===== config.mk =====
export PLATFORM = sky130hd
export DESIGN_NAME = reg_pipe
export DESIGN_NICKNAME = d
export VERILOG_FILES = /design/src/rtl/reg_pipe.sv
export SDC_FILE = /design/constraint.sdc
export NUM_CORES = 1
export LEC_CHECK = 0
export CAP_MARGIN = 30
export CORE_MARGIN = 2
export CORE_UTILIZATION = 43
export CTS_CLUSTER_DIAMETER = 60
export DETAILED_ROUTE_END_ITERATION = 10
export MAX_ROUTING_LAYER = met4
export PLACE_DENSITY = 0.73
export SYNTH_ARGS = -nofsm -noshare
export SYNTH_HDL_FRONTEND = slang
export SYNTH_SLANG_ARGS = --single-unit

===== constraint.sdc =====
create_clock -name clk -period 1.85 [get_ports clk]
set_input_delay 0.4625 -clock clk [delete_from_list [all_inputs] [get_ports clk]]
set_output_delay 0.4625 -clock clk [all_outputs]
set_load 0.02 [all_outputs]

===== src/rtl/reg_pipe.sv =====
// ---------------------------------------------------------------------------
// reg_pipe: elastic register pipeline, WIDTH bits wide and DEPTH stages deep.
//
// Each stage carries a valid bit. Stages are linked by a valid/ready
// handshake, so an empty stage always takes the item behind it and bubbles
// collapse into a stalled tail. The ready path is a combinational ripple from
// out_ready back to in_ready, with no skid register. A synchronous flush
// drops every in-flight item, and count tracks how many items are held.
//
// Ports:
//   clk        in   1        clock, all state updates on rising edge
//   rst_n      in   1        synchronous active-low reset
//   flush      in   1        synchronous clear of all held items
//   in_valid   in   1        producer has data
//   in_ready   out  1        pipe accepts data this cycle
//   in_data    in   WIDTH    input data
//   out_valid  out  1        last stage holds an item
//   out_ready  in   1        consumer accepts
//   out_data   out  WIDTH    last-stage data
//   count      out  clog2(DEPTH+1)  items currently held, 0..DEPTH
// ---------------------------------------------------------------------------
module reg_pipe #(
    parameter int unsigned      WIDTH      = 8,
    parameter int unsigned      DEPTH      = 3,
    parameter bit               RESET_DATA = 1'b0,
    parameter logic [WIDTH-1:0] INIT_DATA  = '0
) (
    input  logic                       clk,
    input  logic                       rst_n,
    input  logic                       flush,
    input  logic                       in_valid,
    output logic                       in_ready,
    input  logic [WIDTH-1:0]           in_data,
    output logic                       out_valid,
    input  logic                       out_ready,
    output logic [WIDTH-1:0]           out_data,
    output logic [$clog2(DEPTH+1)-1:0] count
);

    localparam int unsigned CW = $clog2(DEPTH + 1);

    logic [DEPTH-1:0] valid_q;
    logic [DEPTH-1:0] valid_d;
    logic [WIDTH-1:0] data_q [DEPTH];
    logic [WIDTH-1:0] data_d [DEPTH];
    logic [CW-1:0]    count_q;
    logic [CW-1:0]    count_d;

    // rdy_s[DEPTH] is the consumer's ready, so the last stage needs no
    // special case in the ripple below.
    logic [DEPTH:0]   rdy_s;
    logic [DEPTH-1:0] move_s;
    logic [DEPTH-1:0] src_valid_s;
    logic [WIDTH-1:0] src_data_s [DEPTH];
    logic             in_ready_s;
    logic             out_valid_s;
    logic             push_s;
    logic             pop_s;

    // Ready ripple from the output stage back toward the input stage.
    always_comb begin
        rdy_s        = '0;
        move_s       = '0;
        rdy_s[DEPTH] = out_ready;
        for (int i = int'(DEPTH) - 1; i >= 0; i--) begin
            move_s[i] = valid_q[i] & rdy_s[i+1];
            rdy_s[i]  = ~valid_q[i] | move_s[i];
        end
    end

    // Handshake outputs and push/pop strobes; flush masks both ends.
    always_comb begin
        in_ready_s  = rdy_s[0] & ~flush;
        out_valid_s = valid_q[DEPTH-1] & ~flush;
        push_s      = in_valid & in_ready_s;
        pop_s       = out_valid_s & out_ready;
    end

    // Upstream source of each stage: the input port for stage 0, otherwise
    // the previous stage.
    always_comb begin
        src_valid_s    = '0;
        for (int i = 0; i < int'(DEPTH); i++) begin
            src_data_s[i] = '0;
        end
        src_valid_s[0] = in_valid;
        src_data_s[0]  = in_data;
        for (int i = 1; i < int'(DEPTH); i++) begin
            src_valid_s[i] = valid_q[i-1];
            src_data_s[i]  = data_q[i-1];
        end
    end

    // Next-state for valids and data; a stage loads only when it is ready.
    // Data is captured only alongside a valid item, so empty stages keep
    // stale contents.
    always_comb begin
        valid_d = valid_q;
        for (int i = 0; i < int'(DEPTH); i++) begin
            data_d[i] = data_q[i];
        end
        if (flush) begin
            valid_d = '0;
        end else begin
            for (int i = 0; i < int'(DEPTH); i++) begin
                if (rdy_s[i]) begin
                    valid_d[i] = src_valid_s[i];
                    if (src_valid_s[i]) begin
                        data_d[i] = src_data_s[i];
                    end else begin
                        data_d[i] = data_q[i];
                    end
                end else begin
                    valid_d[i] = valid_q[i];
                    data_d[i]  = data_q[i];
                end
            end
        end
    end

    // Occupancy next-state; a flush empties the pipe regardless of traffic.
    always_comb begin
        if (flush) begin
            count_d = '0;
        end else begin
            count_d = count_q + CW'(push_s) - CW'(pop_s);
        end
    end

    // Valid bits and occupancy register with synchronous reset.
    always_ff @(posedge clk) begin
        if (!rst_n) begin
            valid_q <= '0;
            count_q <= '0;
        end else begin
            valid_q <= valid_d;
            count_q <= count_d;
        end
    end

    generate
        if (RESET_DATA) begin : g_data_rst
            // Data registers load INIT_DATA on reset.
            always_ff @(posedge clk) begin
                if (!rst_n) begin
                    for (int i = 0; i < int'(DEPTH); i++) begin
                        data_q[i] <= INIT_DATA;
                    end
                end else begin
                    for (int i = 0; i < int'(DEPTH); i++) begin
                        data_q[i] <= data_d[i];
                    end
                end
            end
        end else begin : g_data_norst
            // Data registers carry no reset; they freeze while reset is
            // asserted so no handshake is honoured during reset.
            always_ff @(posedge clk) begin
                if (rst_n) begin
                    for (int i = 0; i < int'(DEPTH); i++) begin
                        data_q[i] <= data_d[i];
                    end
                end
            end
        end
    endgenerate

    // Output assignment.
    always_comb begin
        in_ready  = in_ready_s;
        out_valid = out_valid_s;
        out_data  = data_q[DEPTH-1];
        count     = count_q;
    end

endmodule


Word level (Yosys, flattened, before mapping)
Memories as Yosys holds them, arrays and structs flattened.
Cells that the tools add are included.
{"block": "classes", "addsub": 2, "muxes": 9, "n_bitwise": 15, "reduce_logical": 1}
{"operator": "$mux W8", "count": 6}
{"operator": "$mux W24", "count": 1}
{"operator": "$and A1 B1 Y1", "count": 7}
{"operator": "$not A1 Y1", "count": 5}
{"operator": "$or A1 B1 Y1", "count": 3}
{"operator": "$add A2 B1 Y2", "count": 1}
{"operator": "$mux W1", "count": 2}
{"operator": "$reduce_or A2 Y1", "count": 1}
{"operator": "$sub A2 B1 Y2", "count": 1}
{"block": "totals", "regBits": 5, "ramBits": 24, "in_bits": 13, "out_inout_bits": 12, "elab_cells": 32, "memories": 1}
{"name": "data_q", "depth": 3, "width": 8, "rd": 3, "rd_clocked_by_memory_dff": 0, "write_ports": 3, "line": "44", "source": "logic [WIDTH-1:0] data_q [DEPTH];"}

Depth between registers and ports, before layout
{"block": "depth", "ltp_word": 10, "depth_mapped": 7, "mapped_depth_nobuf": 7}

Least setup slack after synthesis
No wires, ideal clock.
{"block": "synth_path", "path_type": "input to register", "start": "in out_ready", "end": "reg count_q[1], in the netlist count[1]", "arrival_ns": 1.676, "t_required_ns": 1.736, "slack_ns": 0.059, "cell_stages": 7, "path_buffers": 0, "path_cell_list": "and4b_4 -> or3b_1 -> ha_1 -> inv_1 -> ha_1 -> xnor3_1 -> nor2_1"}
{"block": "synth_between", "elab_chain_cells": 10, "elab_cells_between_ends": 11, "classes_between": "2 x add/sub; 9 x bitwise"}
{"item": "start, declared", "line": "35", "source": "input logic out_ready,"}
{"item": "$and A1 B1 Y1", "line": "66", "source": "move_s[i] = valid_q[i] & rdy_s[i+1];"}
{"item": "$or A1 B1 Y1", "line": "67", "source": "rdy_s[i] = ~valid_q[i] | move_s[i];"}
{"item": "$and A1 B1 Y1", "line": "66"}
{"item": "$or A1 B1 Y1", "line": "67"}
{"item": "$and A1 B1 Y1", "line": "66"}
{"item": "$or A1 B1 Y1", "line": "67"}
{"item": "$and A1 B1 Y1", "line": "73", "source": "in_ready_s = rdy_s[0] & ~flush;"}
{"item": "$and A1 B1 Y1", "line": "75", "source": "push_s = in_valid & in_ready_s;"}
{"item": "$add A2 B1 Y2", "line": "126", "source": "count_d = count_q + CW'(push_s) - CW'(pop_s);"}
{"item": "$sub A2 B1 Y2 *", "line": "126"}
{"item": "end signal, assigned", "line": "137", "source": "count_q <= count_d;"}
{"item": "end, declared", "line": "46", "source": "logic [CW-1:0] count_q;"}
Every way passes the cells marked *; elsewhere a longest branch is shown, timed or not.
A chain may end at the register's enable or synchronous reset.

Final worst setup path
{"block": "layout_path", "start": "in in_valid", "end": "reg count_q[1], in the netlist count[1]"}
{"block": "layout_between", "elab_chain_cells": 3}
{"item": "start, declared", "line": "31", "source": "input logic in_valid,"}
{"item": "$and A1 B1 Y1", "line": "75"}
{"item": "$add A2 B1 Y2", "line": "126"}
{"item": "$sub A2 B1 Y2", "line": "126"}
Every way passes these cells.

==> impl_summary.txt <==
----------------------------------------------------
[Power and ir drop]
  Share of power burned in registers ... 57.5%
  Internal portion of total power ... 1.04 mW
  Combinational cell fraction of total power ... 4.8%
  Tot Pwr ... 1.25 mW
  Sw Share ... 17.4%
  Static Leak ... 0.517 nW
  Power density normalized to cell area ... 890 nW/um^2
  Switching power of the nets ... 0.218 mW
  Maximum resistive drop on vdd ... 0.000656 V
  Clock Power Share ... 37.8%

[Detailed routing]
  Per-cell via count in the routed design ... 4.40
  Iteration count of the initial detailed-routing pass ... 4
  DRC marker count from the first detailed-route iteration ... 6
  Top layer in use ... met4
  # DRC ... 0
  Met2 wire length ... 616 um
  Number of nets with antenna violations after detailed routing ... 0
  Overall via count from detail_route ... 532
  DR WL/cell ... 10.6 um
  Total met3 wirelength after detailed routing ... 83 um
  Drt total wl ... 1.28 mm
  Wire length the detailed router placed on met1 ... 543 um

[Min path]
  Hold_sp ... data_q[0][0]$_DFFE_PP_
  Tightest Hold Check Type ... flip-flop to flip-flop

[Clock network]
  Source-to-sink clock delay at the later pin of the worst-skew pair ... 0.31 ns
  Max Buffers Root-to-Sink ... 2
  # H-tree levels ... 2
  Root Buffer Master ... sky130_fd_sc_hd__clkbuf_4
  Clock Pin Slew Worst Setup and Hold Paths ... 0.08 ns
  Number of clock buffers inserted by TritonCTS ... 5
  Clock tree from TritonCTS ... built
  Number of sinks on the clock net ... 29

[Synthesis]
  Post-synth EDFFs ... 24
  Net Count, Synth ... 76
  Most used DFF post-synth ... sky130_fd_sc_hd__edfxtp_1
  Fraction of the yosys area taken by sequential cells ... 77.8%
  Synth Instances ... 61
  Most frequent cell after synthesis ... sky130_fd_sc_hd__edfxtp_1
  Post-Syn Area ... 1050 um^2
  Synth area leaders ... sky130_fd_sc_hd__edfxtp_1 68%, sky130_fd_sc_hd__dfxtp_1 9.5%, sky130_fd_sc_hd__buf_4 5.7%
  Cell taking the most area after synthesis ... sky130_fd_sc_hd__edfxtp_1
  Count of warnings emitted by yosys ... 0
  FF+latch count, synth ... 29
  Count of cell types in the netlist ... 19
  Post-Syn Area per Cell ... 17.3 um^2
  Synth cell count leaders ... 24 x sky130_fd_sc_hd__edfxtp_1, 8 x sky130_fd_sc_hd__buf_4, 5 x sky130_fd_sc_hd__dfxtp_1
  Share of synthesized registers carrying an async set or reset ... 0%
  Area share of the largest cell type after synthesis ... 68.3%

[Global routing]
  Wire length of the first global-routing pass ... 2.16 mm
  Total track usage ... 12.1%
  Largest net degree at the start of global routing ... 10
  Antenna violations before repair ... 0
  Total global routing overflow ... 0
  Via count of the first global-routing pass ... 522

[Critical path]
  Worst reg2reg path startpoint ... valid_q[2]$_SDFFE_PP0P_
  Worst setup slack for register-to-register paths ... 0.10 ns
  Type of the worst setup path ... primary input to flip-flop
  Critical Path Fanout Max ... 2
  Required time at the worst-slack endpoint ... 2.10 ns
  Endpoint kind of the worst setup timing path ... flip-flop
  CP startpoint ... in_valid
  Critical Path Source Type ... primary input
  Data arrival time of the critical path ... 2.07 ns

[Timing]
  Post-route fraction of the period consumed by the critical path ... 98.5%
  Final worst path period need ... 1.82 ns
  Setup repair after global routing missed its margin ... yes
  Number of hold-slack violations in the final timing report ... 0
  Tightest slew margin relative to the limit ... 82.6%
  Final worst clock skew ... 0.00199 ns
  Maximum clock frequency ... 549 MHz
  Fin. max-slew vios ... 0
  Setup violations, final ... 0
  Worst Max-Slew Pin Slew ... 0.260 ns

[Flow run]
  Max cap viols ... 0

[Final layout]
  Multi-input gate area ... 165 um^2
  Inserted Diodes ... 0
  End-of-flow core utilization ... 62.0%
  Layout overhead on the synthesized area ... 33.7%
  Number of nets in the layout ... 107
  Count of filler cells inserted in the layout ... 181
  Fraction of final layout cells sized beyond drive strength 1 ... 21.5%
  Register area ... 822 um^2

[Die]
  Count of pins on the block boundary ... 25
  Die outline area ... 2860 um^2
  Core area ... 2280 um^2
  Starting density of the core ... 46.3%
  # rows ... 17
  Die span in x ... 53.5 um
  Chip height ... 53.5 um

[Place]
  Gpl congestion ... 0.803
  IO buf count ... 24

[Status]
  Run status ... complete, no violations

----------------------------------------------------
-- placed cells by master (no fill, tap or decap), drive strengths merged, types with 2 or more instances in the layout --
cell           Yosys  routed
nand2b             2       2
nor2               2       2
and2               2       2
clkdlybuf4s15      0       3
nor2b              2       2
ha                 2       2
clkbuf             0       6
and3               2       2
buf                8       8
edfxtp            24      24
a21oi              2       2
inv                3       3
clkdlybuf4s50      0      20
dfxtp              5       5
-- layout make-up --
type,instances,share of cell area [%]
clock buffer,6,2.93
timing repair buffer,32,21.4
inverter,3,0.799
clock inverter,2,2.40
tap,28,2.48
sequential,29,58.3
multi-input combinational,21,11.7
-- cell families (layout without fill, tap and decap cells) --
family	after synthesis	after routing	share of synthesized area, %
AOI/OAI and AO/OA	3	3	1.66
DFF	29	29	77.8
buffers and inverters	11	43	6.76
and+or+nand+nor	15	15	9.25
adders and majority gates	2	2	2.37
xor gates and xnor gates	1	1	2.14
-- through the flow --
stage | cell area (um^2) | setup WS, ns | hold slack (ns) | cells | TNS [ns]
after global routing | 1410 | -0.0196 | 0.432 | 121 | -0.0196
after global placement | 1330 | -0.499 | 0.401 | 113 | -4.10
final | 1410 | 0.0272 | 0.423 | 121 | 0
after CTS | 1410 | 0.0319 | 0.424 | 121 | 0
after detailed placement | 1330 | -0.560 | 0.405 | 113 | -5.46
after floorplan | 1050 | 0.0593 | 0.400 | 61 | 0
-- worst paths after layout --
check                                               to  depth (start not counted)
worst min-delay path            data_q[0][8]$_DFFE_PP_                          0
worst max-delay path               count[1]$_SDFF_PP0_                          7
worst min register to register  data_q[0][8]$_DFFE_PP_                          0
worst max register to register     count[1]$_SDFF_PP0_                          7
-- sequential cells by signal (all words and copies together) (netlist names) --
signal / flops
data_q: 24
valid_q: 3
count: 2
-- power by group through the flow --
stage / Sequential (mW) / Combinational (mW) / Clock (mW)
floorplan: 0.736 / 0.0160 / 0
global placement: 0.735 / 0.0588 / 0
detailed placement: 0.736 / 0.0615 / 0
CTS: 0.721 / 0.0602 / 0.489
global route: 0.723 / 0.0655 / 0.518
finish: 0.721 / 0.0598 / 0.474
-- metal layers --
layer  global-route usage, %  vias up
li1                        -      272
met1                    12.0      238
met2                    17.7       17
met3                    7.63        5
met4                    7.69        0
met5                       -        -
-- worst max-delay path: stages --
cell	delay, ns
sky130_fd_sc_hd__clkdlybuf4s50_1	0.47
sky130_fd_sc_hd__or3b_1	0.36
sky130_fd_sc_hd__ha_1	0.28
sky130_fd_sc_hd__inv_1	0.05
sky130_fd_sc_hd__ha_1	0.14
sky130_fd_sc_hd__xnor3_1	0.21
sky130_fd_sc_hd__nor2_1	0.10
-- what timing repair did --
item | CTS | global route
gates resized for setup | 9 | 2
buffers inserted | 0 | 0
setup endpoints to repair | 4 | 1
endpoints found under the hold margin | 0 | 0
hold buffers | 0 | 0
(Power assumes the default switching activity.)
==> variant: new RTL, config.mk and constraints unchanged <==
Make the reset (`rst_n`) asynchronous in 2 clocked blocks. Comments in the files are not updated.
--- a/src/rtl/reg_pipe.sv
+++ b/src/rtl/reg_pipe.sv
@@ -128,7 +128,7 @@
     end
 
     // Valid bits and occupancy register with synchronous reset.
-    always_ff @(posedge clk) begin
+    always_ff @(posedge clk or negedge rst_n) begin
         if (!rst_n) begin
             valid_q <= '0;
             count_q <= '0;
@@ -141,7 +141,7 @@
     generate
         if (RESET_DATA) begin : g_data_rst
             // Data registers load INIT_DATA on reset.
-            always_ff @(posedge clk) begin
+            always_ff @(posedge clk or negedge rst_n) begin
                 if (!rst_n) begin
                     for (int i = 0; i < int'(DEPTH); i++) begin
                         data_q[i] <= INIT_DATA;
Behaviour: differs if rst_n is asserted again (counterexample within 4 cycles, from zero or initial values and one cycle with rst_n low); with rst_n held inactive, the same outputs for 10 cycles.
==> variant against the unedited design <==
- total power rose by 3.2%
- clock power rose by 1%
- worst setup slack improved by 0.021 ns
- design area rose by 1.4%
- critical path depth did not move
- sequential cell count did not move
- maximum frequency rose by 1.2%
- critical endpoint is now count[1]
- wire length rose by 2.2%
- critical path type is now reg -> reg
- synthesized area rose by 2.4%
- worst hold slack barely moved
==> variant: results (changes against the unedited design) <==
Max FO, Critical Path=3 (+1); Crit-path slowest cell=dfrtp_1; status=finished, final reports clean; first-pass GRT wire length=2.00 mm (-7.3%); Switching Share=0.186 (+0.0117); post-synthesis sequential area ratio=0.783 (+0.00514); hold wc startpoint=data_q[0][11]; Placement Cell Area=1340 µm² (+0.75%); Max-slew headroom=0.779 (-0.0468); Synth Area per Inst=17.7 µm² (+2.4%); Critical Path Sink=count[1]; part of the power in registers=0.562 (-0.013); worst setup path start=valid_q[0]; VDD IR max=0.000579 V (-12%); DR iter-0 viols=10 (+4); CP top delay family=simple AND/OR/NAND/NOR gates; Leak=0.557 nW (+7.8%); Worst Skew=0.00778 ns (+0.00579 ns); Clock power frac=0.371 (-0.007); vias in the first global route=470 (-10%); Slowest Stage Delay on Critical Path=0.41 ns (-0.06 ns); Filler Cell Count=198 (+9.4%); GRT Total Usage=0.110 (-0.0115); asr flop ratio synth=0.172 (+0.172); Synth area leaders=edfxtp_1 67%, dfrtp_1 12%, buf_4 5.6%; final WL=1.31 mm (+2.2%)
-- variant: layer usage --
layer	GRT usage	part of all wire	up-vias	routed length, µm
li1	-	-	273	-
met1	0.112	0.39	245	506
met2	0.163	0.49	23	640
met3	0.0667	0.098	7	128
met4	0.0625	0.026	0	34
met5	-	0	-	0
-- variant: how the worst min path moves through the flow --
stage / endpoint / slack, ns / cells past startpoint
global route: valid_q[0] / 0.44 / 2
finish: data_q[0][19] / 0.42 / 0
global placement: data_q[0][22] / 0.40 / 0
CTS: valid_q[0] / 0.43 / 2
floorplan: count[0] / 0.17 / 0
detailed placement: data_q[0][19] / 0.40 / 0
-- variant: logic make-up (layout without fill, tap and decap cells) --
kind of cell	count (synthesis)	in the layout	synth area share
XOR/XNOR	1	1	0.0209
flip-flops	29	29	0.783
AO/OA/AOI/OAI	3	3	0.0185
AND/OR/NAND/NOR	14	14	0.0834
adder cells (fa/ha/maj)	2	2	0.0232
buffers and inverters	12	44	0.0707
-- variant: through the flow --
| stage | utilization | hold WS [ns] | TNS, ns | setup slack, ns |
|---|---|---|---|---|
| 5_1_grt | 0.588 | 0.438 | -0.0792 | -0.0792 |
| 2_1_floorplan | - | 0.167 | 0 | 0.0510 |
| 6_report | 0.588 | 0.422 | 0 | 0.0483 |
| 4_1_cts | 0.581 | 0.425 | 0 | 0.0180 |
| 3_3_place_gp | 0.551 | 0.404 | -3.52 | -0.481 |
| 3_5_place_dp | 0.551 | 0.405 | -4.96 | -0.510 |
-- variant: cell type report --
class | count | area (µm²) | area share
clock inverter | 2 | 33.8 | 0.0236
sequential | 29 | 846 | 0.591
multi-input combinational | 20 | 160 | 0.112
inverter | 3 | 11.3 | 0.00787
timing repair buffer | 33 | 300 | 0.210
tap | 30 | 37.5 | 0.0262
clock buffer | 6 | 41.3 | 0.0289
